**src/rtl/step_dispatcher.sv**
```systemverilog
// rtl/step_dispatcher.sv - byte FIFO feeding a one-job-at-a-time step controller
// Watchdog turns a hung job into an error result so the output stream keeps moving.
module step_dispatcher #(
    parameter int DEPTH   = 4,
    parameter int TIMEOUT = 255
) (
    input  logic       clk,
    input  logic       rst_n,
    input  logic       in_valid,
    output logic       in_ready,
    input  logic [7:0] in_data,
    output logic       ctl_start,
    output logic [7:0] ctl_data,
    input  logic [7:0] ctl_result,
    input  logic       ctl_done,
    output logic       out_valid,
    input  logic       out_ready,
    output logic [7:0] out_data,
    output logic       out_err,
    output logic       busy,
    output logic [7:0] stale_cnt
);

    localparam int            AW      = (DEPTH > 1) ? $clog2(DEPTH) : 1;
    localparam logic [AW:0]   FULL    = (AW+1)'(DEPTH);
    localparam logic [AW:0]   CNT_ONE = 1;
    localparam logic [AW-1:0] PTR_ONE = 1;
    localparam logic [7:0]    WD_LAST = 8'(TIMEOUT - 1);

    typedef enum logic [1:0] {S_IDLE, S_ISSUE, S_WAIT, S_HOLD} state_t;

    state_t        r_state;
    state_t        w_next_state;
    logic [7:0]    r_mem [DEPTH];
    logic [AW-1:0] r_head;
    logic [AW-1:0] r_tail;
    logic [AW:0]   r_count;
    logic [7:0]    r_wdog;
    logic [7:0]    r_out_data;
    logic          r_out_err;
    logic [7:0]    r_stale;
    logic          w_push;
    logic          w_pop;
    logic          w_done_cap;
    logic          w_timeout_cap;

    // Full means not ready even if ISSUE pops this cycle: no bypass of capacity.
    assign in_ready  = (r_count != FULL);
    assign w_push    = in_valid && in_ready;
    assign w_pop     = (r_state == S_ISSUE);
    assign ctl_start = w_pop;
    assign ctl_data  = w_pop ? r_mem[r_head] : 8'h00;
    assign out_valid = (r_state == S_HOLD);
    assign out_data  = r_out_data;
    assign out_err   = r_out_err;
    assign busy      = (r_count != '0) || (r_state != S_IDLE);
    assign stale_cnt = r_stale;

    always_ff @(posedge clk or negedge rst_n) begin
        if (!rst_n) begin
            r_state <= S_IDLE;
        end else begin
            r_state <= w_next_state;
        end
    end

    always_comb begin
        w_next_state  = r_state;
        w_done_cap    = 1'b0;
        w_timeout_cap = 1'b0;
        case (r_state)
            S_IDLE: begin
                if (r_count != '0) begin
                    w_next_state = S_ISSUE;
                end
            end
            S_ISSUE: begin
                w_next_state = S_WAIT;
            end
            S_WAIT: begin
                // A completion in the timeout cycle still wins over the watchdog.
                if (ctl_done) begin
                    w_done_cap   = 1'b1;
                    w_next_state = S_HOLD;
                end else if (r_wdog == WD_LAST) begin
                    w_timeout_cap = 1'b1;
                    w_next_state  = S_HOLD;
                end
            end
            S_HOLD: begin
                if (out_ready) begin
                    w_next_state = (r_count != '0) ? S_ISSUE : S_IDLE;
                end
            end
            default: begin
                w_next_state = S_IDLE;
            end
        endcase
    end

    always_ff @(posedge clk or negedge rst_n) begin
        if (!rst_n) begin
            r_head  <= '0;
            r_tail  <= '0;
            r_count <= '0;
            for (int i = 0; i < DEPTH; i++) begin
                r_mem[i] <= 8'h00;
            end
        end else begin
            if (w_push) begin
                r_mem[r_tail] <= in_data;
                r_tail        <= r_tail + PTR_ONE;
            end
            if (w_pop) begin
                r_head <= r_head + PTR_ONE;
            end
            case ({w_push, w_pop})
                2'b10:   r_count <= r_count + CNT_ONE;
                2'b01:   r_count <= r_count - CNT_ONE;
                default: r_count <= r_count;
            endcase
        end
    end

    always_ff @(posedge clk or negedge rst_n) begin
        if (!rst_n) begin
            r_wdog     <= 8'h00;
            r_out_data <= 8'h00;
            r_out_err  <= 1'b0;
            r_stale    <= 8'h00;
        end else begin
            if (r_state == S_ISSUE) begin
                r_wdog <= 8'h00;
            end else if (r_state == S_WAIT) begin
                r_wdog <= r_wdog + 8'd1;
            end
            if (w_done_cap) begin
                r_out_data <= ctl_result;
                r_out_err  <= 1'b0;
            end else if (w_timeout_cap) begin
                r_out_data <= 8'hFF;
                r_out_err  <= 1'b1;
            end
            // Completions outside WAIT (e.g. late reply to a timed-out job) are only counted.
            if (ctl_done && (r_state != S_WAIT) && (r_stale != 8'hFF)) begin
                r_stale <= r_stale + 8'd1;
            end
        end
    end

endmodule

```
**config.mk**
```make
export PLATFORM = sky130hd
export DESIGN_NAME = step_dispatcher
export DESIGN_NICKNAME = d
export VERILOG_FILES = /design/src/rtl/step_dispatcher.sv
export SDC_FILE = /design/constraint.sdc
export NUM_CORES = 1
export LEC_CHECK = 0
export ABC_AREA = 1
export CAP_MARGIN = 20
export CORE_ASPECT_RATIO = 1.2
export CORE_MARGIN = 1
export CORE_UTILIZATION = 49
export CTS_CLUSTER_SIZE = 30
export DETAILED_ROUTE_END_ITERATION = 8
export MAX_ROUTING_LAYER = met4
export PLACE_DENSITY_LB_ADDON = 0.08
export SYNTH_ARGS = -nofsm -noshare
export SYNTH_HDL_FRONTEND = slang
export SYNTH_SLANG_ARGS = --single-unit
```
**constraint.sdc**
```tcl
create_clock -name clk -period 1.9 [get_ports clk]
set_input_delay 0.38 -clock clk [delete_from_list [all_inputs] [get_ports clk]]
set_output_delay 0.38 -clock clk [all_outputs]
set_load 0.005 [all_outputs]
```
==> summary.md <==
| Metric | Value |
|---|---|
| Clk pwr share | `0.169` |
| Worst Hold Class | `input pin to async pin` |
| Synth top cells by count | `nand2_1 (119), dfrtp_1 (66), inv_1 (45), a21oi_1 (31), o21ai_0 (29)` |
| Dpl hpwl | `5210 um` |
| Post-synth EDFFs | `0` |
| Post-route ant nets | `0` |
| Main combinational cell family by area after synthesis | `simple AND/OR/NAND/NOR gates` |
| Power Density | `1590 mW/mm^2` |
| Setup crit end kind | `output pin` |
| Period utilization | `0.972` |
| Yosys top cell area share | `0.468` |
| Switch share | `0.390` |
| Top cells by area, synth | `dfrtp_1 (47%), nand2_1 (13%), inv_1 (4.8%)` |
| Layout Skew | `0.00504 ns` |
| Worst setup SP type | `flop` |
| Global-route usage over all layers | `0.234` |
| Slew Limit Fails | `0` |
| Die Ht | `95.0 um` |
| Layout area overhead | `25.7%` |
| Gate power share | `0.488` |
| Routed wire per std cell | `13.0 um` |
| TritonCTS buffer count | `9` |
| Antenna Cells | `0` |
| R2r setup slk | `0.13 ns` |
| Antenna violations before repair | `0` |
| Adder-Cell Fraction of Synth Area | `0.0518` |
| Asr flop ratio synth | `1.00` |
| Initial Util | `0.512` |
| Peak VDD IR | `909 uV` |
| Final setup TNS | `0 ns` |
| P_sw | `2.75 mW` |
| Post-synthesis xor/xnor area fraction | `0.0223` |
| Drt total wl | `7500 um` |
| Max_cap viols | `0` |
| Vias | `2899` |
| Pwr Total | `7.04 mW` |
| Port bufs | `49` |
| Count of different cell masters after synthesis | `34` |
| Post-synth top area cell | `dfrtp_1` |
| Crit-path max FO | `4` |
| Lkg Pwr | `2.14 nW` |
| Hold Violations, Final | `0` |
| Crit path launch | `r_state[1]` |
| Clock root buffer | `clkbuf_8` |
| FF-to-FF Start | `r_state[1]` |
| Register area share after synthesis | `0.468` |
| Synth Area in Compound Gates | `0.145` |
| Simple-Gate Fraction of Synth Area | `0.231` |
| Post-Synthesis Cells | `411` |
| Global-route wire length before repair | `13000 um` |
| Worst Max-Slew Pin Slew | `0.354 ns` |
| Largest net degree at the start of global routing | `67` |
| Fillers | `631` |
| Htree depth | `3` |
| Total grt overflow | `0` |
| Worst reg2reg path endpoint | `r_count[2]` |
| Int Power | `4.29 mW` |
| DR vias/cell | `5.03` |
| Vias in the first global route | `2846` |
| Worst setup path category | `flop to output pin` |
| Reg2Reg Depth | `8` |
| Primary FF master, synth | `dfrtp_1` |
| DR iter-0 viols | `189` |
| DR DRC count | `0` |
| Max Fclk | `542 MHz` |
| Routability cong. | `0.813` |
| Required time of the critical path | `1.52 ns` |
| Register bit total from synthesis | `66` |
| Slew headroom | `0.764` |
| Top-count cell post-synth | `nand2_1` |
| I/O pins | `50` |
| Hold buffer count at cts | `0` |
| Clk slew on worst S/H paths | `0.07 ns` |
| Die Area | `0.00755 sq mm` |
| Multiplexer share of the synthesized area | `0.00319` |
| Final setup viols | `0` |
| CTS max path bufs | `2` |
| RSZ-0062 raised after global routing | `yes` |
| Nets | `519` |
| Row Count | `33` |
| Synth warnings | `0` |
| Seq pwr share | `0.344` |
| Share of cells above drive strength 1 | `0.213` |
| Post-synthesis cell area | `0.00353 sq mm` |
| Die W | `79.5 um` |
| Period minus WS final | `1.85 ns` |
| Syn Nets | `446` |
| WP data arrival | `1.47 ns` |
| CTS tree | `done` |
| DRT Pass-1 Iters | `4` |
| Clk sinks | `66` |
| Outcome | `complete, no violations` |
| Worst skew pair latency | `0.34 ns` |
| Synthesized area per cell | `8.59 sq um` |
| CORE AREA | `0.00690 sq mm` |
-- through the flow --
stage | std cells | hold slack [ns] | area (sq um) | setup slack, ns | utilization
CTS | 576 | 0.0616 | 4410 | 0.00293 | 0.639
global route | 576 | 0.0778 | 4440 | -0.0178 | 0.643
global placement | 556 | 0.430 | 4180 | -0.187 | 0.606
finish | 576 | 0.0402 | 4440 | 0.0541 | 0.643
detailed placement | 556 | 0.428 | 4180 | -0.227 | 0.606
floorplan | 411 | 0.0844 | 3530 | 0.0327 | -
-- routing by layer --
layer  vias to the layer above  global-route usage  part of all wire
li1                       1457                   -                 -
met1                      1394               0.278              0.44
met2                        40               0.392              0.52
met3                         8              0.0377             0.034
met4                         0              0.0985             0.012
met5                         -                   -                 0
-- area by class of cell --
class / count / area [sq um] / area share
repair buffers: 71 / 621 / 0.140
well taps: 87 / 109 / 0.0245
flip-flops and latches: 66 / 1660 / 0.373
clock inverters: 2 / 35.0 / 0.00790
inverters: 49 / 194 / 0.0437
clock buffers: 14 / 163 / 0.0367
multi-input cells: 287 / 1660 / 0.374
-- how the worst max path moves through the flow --
stage	to	slack [ns]	cells after the start
final	out_valid	0.05	4
after global routing	ctl_data[2]	-0.02	5
after CTS	ctl_data[0]	0.003	5
after detailed placement	r_count[2]	-0.23	7
after global placement	r_count[2]	-0.19	7
after floorplan	r_count[2]	0.03	9
-- worst max-delay path: stages (launching register included) --
cell,delay [ns]
dfrtp_1,0.40
buf_4,0.13
buf_4,0.14
ha_1,0.20
dlygate4sd2_1,0.27
-- flip-flops by register name, summed over array words and instances (netlist names) --
register and flops:
out_data 8, out_err 1, r_count 3, r_head 2, r_mem 32, r_state 2, r_tail 2, r_wdog 8
stale_cnt 8
-- power by group through the flow --
stage          combinational, mW  clock [mW]  sequential, mW
2_1_floorplan               2.13           0            2.34
3_3_place_gp                3.20           0            2.38
3_5_place_dp                3.28           0            2.41
4_1_cts                     3.36        1.21            2.41
5_1_grt                     3.92        1.28            2.50
6_report                    3.43        1.19            2.42
-- placed cells by master (no fill, tap or decap), types with 3 or more instances in the layout --
cell type / synthesis / routed
or2_0: 8 / 8
o21ai_0: 29 / 19
dfrtp_1: 66 / 63
xnor2_1: 3 / 3
buf_2: 3 / 10
inv_1: 45 / 43
o21ai_2: 16 / 17
nand2_1: 119 / 119
clkbuf_8: 0 / 11
ha_1: 13 / 11
dfrtp_2: 0 / 3
a21oi_1: 31 / 23
nor2_1: 11 / 11
inv_2: 3 / 3
clkbuf_1: 0 / 3
nand2_2: 9 / 9
nor3_1: 4 / 4
xor2_1: 6 / 6
buf_4: 1 / 18
a21oi_2: 0 / 8
nand3_1: 11 / 11
o21ai_1: 6 / 15
nor2_2: 5 / 5
clkdlybuf4s50_1: 0 / 37
-- cell families (layout without fill, tap and decap cells) --
kind of cell | count (synthesis) | count (layout)
AND/OR/NAND/NOR | 176 | 176
AO/OA/AOI/OAI | 87 | 87
flip-flops | 66 | 66
buffers and inverters | 58 | 136
adder cells (fa/ha/maj) | 14 | 14
XOR/XNOR | 9 | 9
multiplexers | 1 | 1
-- timing repair --
item                       in CTS  in global routing
setup buffers                   3                  2
gates cloned                    1                  0
gates resized for setup        50                 23
setup endpoints to repair      11                 12
pin swaps                       8                 12
(Power assumes the default switching activity.)
